`config.mk`:
```
export PLATFORM = sky130hd
export DESIGN_NAME = wb_pipe_reg
export DESIGN_NICKNAME = d
export VERILOG_FILES = /design/src/rtl/wb_pipe_reg.sv
export SDC_FILE = /design/constraint.sdc
export NUM_CORES = 1
export LEC_CHECK = 0
export ABC_AREA = 1
export CORE_AREA = 2 2 90 92
export DETAILED_ROUTE_END_ITERATION = 7
export DIE_AREA = 0 0 92 94
export GPL_ROUTABILITY_DRIVEN = 0
export PLACE_DENSITY = 0.74
export SETUP_SLACK_MARGIN = 0.5
export SYNTH_ARGS = -nofsm -noshare
export SYNTH_HDL_FRONTEND = slang
export SYNTH_SLANG_ARGS = --single-unit
```
`constraint.sdc`:
```
create_clock -name clk -period 1.6 [get_ports clk]
set_input_delay 0.24 -clock clk [delete_from_list [all_inputs] [get_ports clk]]
set_output_delay 0.24 -clock clk [all_outputs]
set_load 0.005 [all_outputs]
```
`src/rtl/wb_pipe_reg.sv`:
```
// MEM->WB pipeline register with a 2-entry skid buffer.
// The main entry drives the WB side. The skid entry absorbs one beat when WB stalls.
// in_ready depends only on registered state and rdy, never on out_ready.
module wb_pipe_reg #(
   parameter int DATA_W      = 32,
   parameter int ADDR_W      = 5,
   parameter int LANES       = 1,
   parameter bit SUPPRESS_X0 = 1'b1
) (
   input  logic                    clk,
   input  logic                    rst,
   input  logic                    rdy,
   input  logic                    flush,
   input  logic                    in_valid,
   output logic                    in_ready,
   input  logic [LANES*DATA_W-1:0] in_data,
   input  logic [LANES*ADDR_W-1:0] in_addr,
   input  logic [LANES-1:0]        in_we,
   output logic                    out_valid,
   input  logic                    out_ready,
   output logic [LANES*DATA_W-1:0] out_data,
   output logic [LANES*ADDR_W-1:0] out_addr,
   output logic [LANES-1:0]        out_we,
   output logic [1:0]              occupancy
);

   typedef enum logic [1:0] {
      ST_EMPTY = 2'd0,
      ST_ONE   = 2'd1,
      ST_TWO   = 2'd2
   } state_t;

   state_t state_q, state_d;

   logic in_fire, out_fire;
   logic load_main_in, load_main_skid, load_skid_in;
   logic [LANES-1:0] cap_we;

   logic [LANES*DATA_W-1:0] main_data_q, main_data_d, skid_data_q, skid_data_d;
   logic [LANES*ADDR_W-1:0] main_addr_q, main_addr_d, skid_addr_q, skid_addr_d;
   logic [LANES-1:0]        main_we_q, main_we_d, skid_we_q, skid_we_d;

   // Write enables as captured: writes to x0 are dropped here so the register file never sees them.
   always_comb begin
      cap_we = in_we;
      if (SUPPRESS_X0) begin
         for (int i = 0; i < LANES; i++) begin
            if (in_addr[i*ADDR_W +: ADDR_W] == '0) cap_we[i] = 1'b0;
         end
      end
   end

   // State register: occupancy of the two-entry buffer.
   always_ff @(posedge clk or negedge rst) begin
      if (!rst) state_q <= ST_EMPTY;
      else      state_q <= state_d;
   end

   // Next state: flush wins over everything, and rdy=0 freezes the buffer.
   always_comb begin
      state_d = state_q;
      if (flush) begin
         state_d = ST_EMPTY;
      end else if (rdy) begin
         unique case (state_q)
            ST_EMPTY: if (in_fire) state_d = ST_ONE;
            ST_ONE: begin
               if (in_fire && !out_fire)      state_d = ST_TWO;
               else if (!in_fire && out_fire) state_d = ST_EMPTY;
            end
            ST_TWO:   if (out_fire) state_d = ST_ONE;
            default:  state_d = ST_EMPTY;
         endcase
      end
   end

   // Outputs and handshakes, plus the load selects for the datapath.
   always_comb begin
      in_ready       = rdy && (state_q != ST_TWO);
      out_valid      = (state_q != ST_EMPTY);
      occupancy      = (state_q == ST_TWO) ? 2'd2 : (state_q == ST_ONE) ? 2'd1 : 2'd0;
      in_fire        = in_valid && in_ready;
      out_fire       = out_valid && out_ready && rdy;
      load_main_in   = 1'b0;
      load_main_skid = 1'b0;
      load_skid_in   = 1'b0;
      if (!flush) begin
         unique case (state_q)
            ST_EMPTY: load_main_in = in_fire;
            ST_ONE: begin
               load_main_in = in_fire && out_fire;
               load_skid_in = in_fire && !out_fire;
            end
            ST_TWO:   load_main_skid = out_fire;
            default:  ;
         endcase
      end
   end

   // Next contents of the main and skid entries.
   always_comb begin
      main_data_d = main_data_q;
      main_addr_d = main_addr_q;
      main_we_d   = main_we_q;
      skid_data_d = skid_data_q;
      skid_addr_d = skid_addr_q;
      skid_we_d   = skid_we_q;
      if (load_main_in) begin
         main_data_d = in_data;
         main_addr_d = in_addr;
         main_we_d   = cap_we;
      end else if (load_main_skid) begin
         main_data_d = skid_data_q;
         main_addr_d = skid_addr_q;
         main_we_d   = skid_we_q;
      end
      if (load_skid_in) begin
         skid_data_d = in_data;
         skid_addr_d = in_addr;
         skid_we_d   = cap_we;
      end
   end

   // Entry storage; cleared by reset so the outputs start at zero.
   always_ff @(posedge clk or negedge rst) begin
      if (!rst) begin
         main_data_q <= '0;
         main_addr_q <= '0;
         main_we_q   <= '0;
         skid_data_q <= '0;
         skid_addr_q <= '0;
         skid_we_q   <= '0;
      end else begin
         main_data_q <= main_data_d;
         main_addr_q <= main_addr_d;
         main_we_q   <= main_we_d;
         skid_data_q <= skid_data_d;
         skid_addr_q <= skid_addr_d;
         skid_we_q   <= skid_we_d;
      end
   end

   assign out_data = main_data_q;
   assign out_addr = main_addr_q;
   assign out_we   = main_we_q & {LANES{out_valid}};

endmodule

```
# ---- Word-level counts from Yosys, hierarchy flattened
# Cells that the tools add are included.
dict set report op_classes {
  n_eq_ne 6
  n_mux 22
  n_bitwise 1
  reduce_logical 15
}
# operator n
set op_table {}
lappend op_table {{2-to-1 mux 32 bit} 2}
lappend op_table {{2-to-1 mux 2 bit} 7}
lappend op_table {{2-to-1 mux 5 bit} 2}
lappend op_table {{2-to-1 mux 1 bit} 9}
lappend op_table {{logical AND 1 bit} 7}
lappend op_table {{!= test 3 bit, second input constant} 2}
lappend op_table {{one-hot mux 2 bit (3 select lines)} 1}
lappend op_table {{nonzero test 2 bit} 3}
lappend op_table {{logical NOT 5 bit} 1}
lappend op_table {{!= test 4 bit, second input constant} 1}
lappend op_table {{AND reduction 4 bit} 1}
lappend op_table {{equality test 2 x 1 -> 1 bit, second input constant} 1}
lappend op_table {{equality test 2 bit, second input constant} 1}
lappend op_table {{logical NOT 1 bit} 2}
lappend op_table {{logical NOT 2 bit} 1}
lappend op_table {{!= test 2 bit, second input constant} 1}
lappend op_table {{one-hot mux 1 bit (2 select lines)} 1}
lappend op_table {{bitwise AND 1 bit} 1}
dict set report word_totals {
  regBits 78
  input_bits 44
  out_inout_bits 42
}

# ---- Longest topological paths before layout
# Gate-level depths: netlist of the first run.
dict set report logic_depth {
  depth_word 10
  ltp_mapped 9
  ltp_nobuf 9
}

# ---- Least setup slack after synthesis of the first run
# No wires, ideal clock.
dict set report synth_path {
  path_kind {register to register}
  from {register state_q[1]}
  to {register skid_data_q[10]}
  setup_time_ps 132
  arrival_time_ps 1299
  required_ps 1468
  setup_slack_ps 169
  stages_incl_launch_ff 9
  period_less_slack_ps 1431
  path_cell_list {dfrtp_1 nor2_2 nor2_2 nor2_1 nand3_1 buf_4 buf_6 nand2_1 o21ai_0}
}
dict set report synth_between {
  elab_chain_len 7
  elab_cells_between_ends 11
  cone_classes {2 x eq/ne; 2 x mux; 7 x reduce/logical}
}
# item line
set synth_rtl {}
lappend synth_rtl {{start: declaration} 33} ;# state_t state_q, state_d;
lappend synth_rtl {{start signal: assignment} 56} ;# else state_q <= state_d;
lappend synth_rtl {{nonzero test 2 bit} 80} ;# out_valid = (state_q != ST_EMPTY);
lappend synth_rtl {{logical AND 1 bit (2 in series)} 83} ;# out_fire = out_valid && out_ready && rdy;
lappend synth_rtl {{logical NOT 1 bit} 92} ;# load_skid_in = in_fire && !out_fire;
lappend synth_rtl {{logical AND 1 bit} 92}
lappend synth_rtl {{2-to-1 mux 1 bit (*)} 88} ;# unique case (state_q)
lappend synth_rtl {{2-to-1 mux 1 bit (*)} 87} ;# if (!flush) begin
lappend synth_rtl {{end signal: assignment} 137} ;# skid_data_q <= skid_data_d;
lappend synth_rtl {{end: declaration} 39} ;# logic [LANES*DATA_W-1:0] main_data_q, main_data_d, skid_data_q, skid_data_d;
# Every way passes the cells marked *; elsewhere a longest branch is shown, timed or not.
# A chain may end at the register's enable or synchronous reset.

# ---- Worst setup path after layout of the first run
dict set report layout_path {
  from {register state_q[0]}
  to {register main_we_q}
}
dict set report layout_between {
  elab_chain_len 7
  elab_cells_between_ends 16
  cone_classes {3 x eq/ne; 5 x mux; 8 x reduce/logical}
}
# item line
set layout_rtl {}
lappend layout_rtl {{!= test 2 bit or nonzero test 2 bit (tied branches)} {79, 80}}
lappend layout_rtl {{logical AND 1 bit (on tied branches)} {79, 83}}
lappend layout_rtl {{logical AND 1 bit (on tied branches)} {82, 83}}
lappend layout_rtl {{logical AND 1 bit} 91} ;# load_main_in = in_fire && out_fire;
lappend layout_rtl {{one-hot mux 1 bit (2 select lines)} 88}
lappend layout_rtl {{2-to-1 mux 1 bit} 87}
lappend layout_rtl {{2-to-1 mux 1 bit or nonzero test 2 bit (tied branches)} --}
lappend layout_rtl {{end signal: assignment} 136} ;# main_we_q <= main_we_d;
lappend layout_rtl {{end: declaration} 41} ;# logic [LANES-1:0] main_we_q, main_we_d, skid_we_q, skid_we_d;
# Parallel ways exist; a longest one is shown, timed or not.

==> results of run 1 <==
==> layout by cell type (no fill, tap or decap), types with 4 or more instances in the layout <==
cell             instances
o21ai_2                 27
nand2_1                 82
dfrtp_1                 76
nor2_1                   5
buf_6                   11
o21ai_1                 11
inv_2                    6
nand2_4                 30
clkbuf_8                12
nand3_2                  4
clkdlybuf4s50_1         42
buf_16                   8
nand2_2                 18
buf_12                  11
nand3_1                 72
inv_1                   41
clkbuf_16                6
buf_2                   38
buf_4                   41
==> worst max-delay path: stages, from the launching register on <==
cell and delay [ns]:
dfrtp_2 0.39, buf_6 0.11, nor2_4 0.03, buf_6 0.12
buf_6 0.11, nor3_4 0.21, nand3_4 0.21, o21ai_0 0.36
nor2_1 0.10
==> repair_timing <==
| item | CTS | global route |
|---|---|---|
| gates resized for setup | 236 | 91 |
| gates cloned | 8 | 6 |
| hold buffers | 1 | 0 |
| buffers inserted | 36 | 13 |
| hold endpoints to repair | 78 | 0 |
| pin swaps | 11 | 10 |
| endpoints found under the setup margin | 120 | 120 |
==> layout make-up <==
| cell class | instances | area [um2] |
|---|---|---|
| Clock buffer | 13 | 169 |
| Tap cell | 102 | 128 |
| Fill cell | 494 | 1770 |
| Inverter | 49 | 194 |
| Clock inverter | 3 | 65.1 |
| Multi-Input combinational cell | 262 | 1620 |
| Sequential cell | 78 | 1950 |
| Timing Repair Buffer | 164 | 1710 |
==> cell families (layout without fill, tap and decap cells) <==
| group | count (synthesis) | in the layout | share of synthesized area, % |
|---|---|---|---|
| AOI/OAI and AO/OA | 43 | 43 | 6.32 |
| buffers and inverters | 71 | 229 | 9.63 |
| and+or+nand+nor | 219 | 219 | 27.4 |
| DFF | 78 | 78 | 56.7 |
==> power by group <==
group	switching (mW)	internal, mW
logic	1.34	1.83
registers	0.729	2.84
clock network	0.715	1.01
==> sequential cells by signal, indices dropped and copies added (netlist names) <==
signal and cells:
out_addr 5, out_data 32, skid_data_q 32, state_q 2
skid_we_q 1, main_we_q 1, skid_addr_q 5
==> through the flow <==
stage	setup TNS (ns)	setup WS (ns)	total power [mW]	util [%]
3_5_place_dp	-9.27	-0.191	5.61	59.2
5_1_grt	-9.89	-0.198	8.90	76.7
3_3_place_gp	-6.30	-0.136	5.51	59.2
2_1_floorplan	0	0.201	4.26	-
6_report	-5.21	-0.159	8.46	76.7
4_1_cts	0	0.0143	7.58	69.4
==> routing by layer <==
| layer | global-route usage, % | vias up | routed length (um) |
|---|---|---|---|
| met3 | 4.49 | 25 | 650 |
| li1 | - | 1614 | - |
| met2 | 40.7 | 137 | 6000 |
| met1 | 29.1 | 1739 | 4500 |
| met5 | 0 | - | 0 |
| met4 | 11.7 | 0 | 265 |
==> worst paths after layout <==
kind,from,to,slack [ns],cells after the start
max,state_q[0],main_we_q,-0.16,8
min,rst,skid_data_q[9],0.43,3
max reg2reg,state_q[0],main_we_q,-0.16,8
min reg2reg,skid_data_q[15],skid_data_q[15],0.51,2
max in group asynchronous,rst,state_q[1],0.80,3
min in group clk,in_data[4],skid_data_q[4],0.46,3
==> results.cfg, run 1 <==
[yosys]
synth_edf_count = 0
syn_nets = 455
synth_top_area_share_pct = 56.7
synth_area_leader_cell = dfrtp_1
async_flop_share_pct = 100
avgSynthCellArea_um2 = 8.38
synth.area.top_cells = dfrtp_1 (57%), nand2_1 (14%), nand3_1 (11%), inv_1 (5.1%), o21ai_0 (4.9%)
synth_cell_types = 17
synth_area_mm2 = 0.00344
synth-seq-cells = 78
yosysMostFrequentCell = nand2_1
seq_area_frac_synth_pct = 56.7
syn_inst = 411
yosys_warnings = 0
yosys-top-cells-count = nand2_1 (130), dfrtp_1 (78), nand3_1 (78)
synth-main-ff-cell = dfrtp_1

[global_route]
antenna_found_initial = 0
grt_pass1_vias = 3388
grt_max_degree = 79
grt_use_total_pct = 23.8
grt_remaining_overflow = 0
grt_first_pass_wirelength_um = 16000

[floorplanning]
die-area_mm2 = 0.00865
core-area_mm2 = 0.00761
die_h_um = 94
ioPinCount = 86
initial_utilization_pct = 45.3
num_rows = 32
dieWidth_um = 92

[clock_network]
cts_tree = done
cts_max_level = 3
numClockSinks = 78
numCtsBuffers = 9
clk_latency_ns = 0.35
cts.clk_slew.worst_paths_ns = 0.08
clock_path_buffers = 2
cts_root_buf = clkbuf_8

[drt]
detail_route.wirelength_um = 11400
avgRoutedWirePerCell_um = 17.0
num_vias = 3515
first_iter_violations = 227
ant_nets = 0
vias_per_cell = 5.24
dr.pass1.iters = 4
drc = 0

[critical_path]
cp.required_ns = 1.82
path_max_fanout = 6
cp.arrival_ns = 1.98
path_class = register to register
crit_path_end_kind = register
start_kind = register

[sta]
worstMarginPinSlew_ns = 0.427
timing.hold.ws_ns = 0.432
fin_ws_ns = -0.159
hold_violations = 0
rsz0062_at_grt = true
fmax_ghz = 0.569
final-setup-viol-count = 79
relSlewSlack_pct = 71.5
drv_slew = 0
clock_skew_ns = 0.00602
fin_crit_ns = 1.76
finalCritPeriodShare_pct = 110

[pwr]
powerDensity_mw_per_mm2 = 1450
power.leakage_nw = 2.93
irDropWorstVdd_mv = 0.775

[cells_and_area]
antenna-diode-count = 0
area_delta_synth_final_pct = 69.5
instances_no_fill = 671
design_area_mm2 = 0.00584
fin_nets = 608
drive_gt1_share_pct = 41.1

[place]
placed_area_mm2 = 0.00450
dp.cells = 591
dp_hpwl_um = 5510
port_buffers = 85

[run_status]
violations = negative setup slack
status = finished, violations left

[hold_path]
hold_path_class = input port to async pin

[flow_run]
drv_cap = 0
Note: power is estimated with default switching activity, not from simulation.
==> inputs of run 2 (changes only) <==
Settings changed: CAP_MARGIN from default to 20.
==> results of run 2 <==
The final DEF is identical to that of run 1; final timing and power are the same.
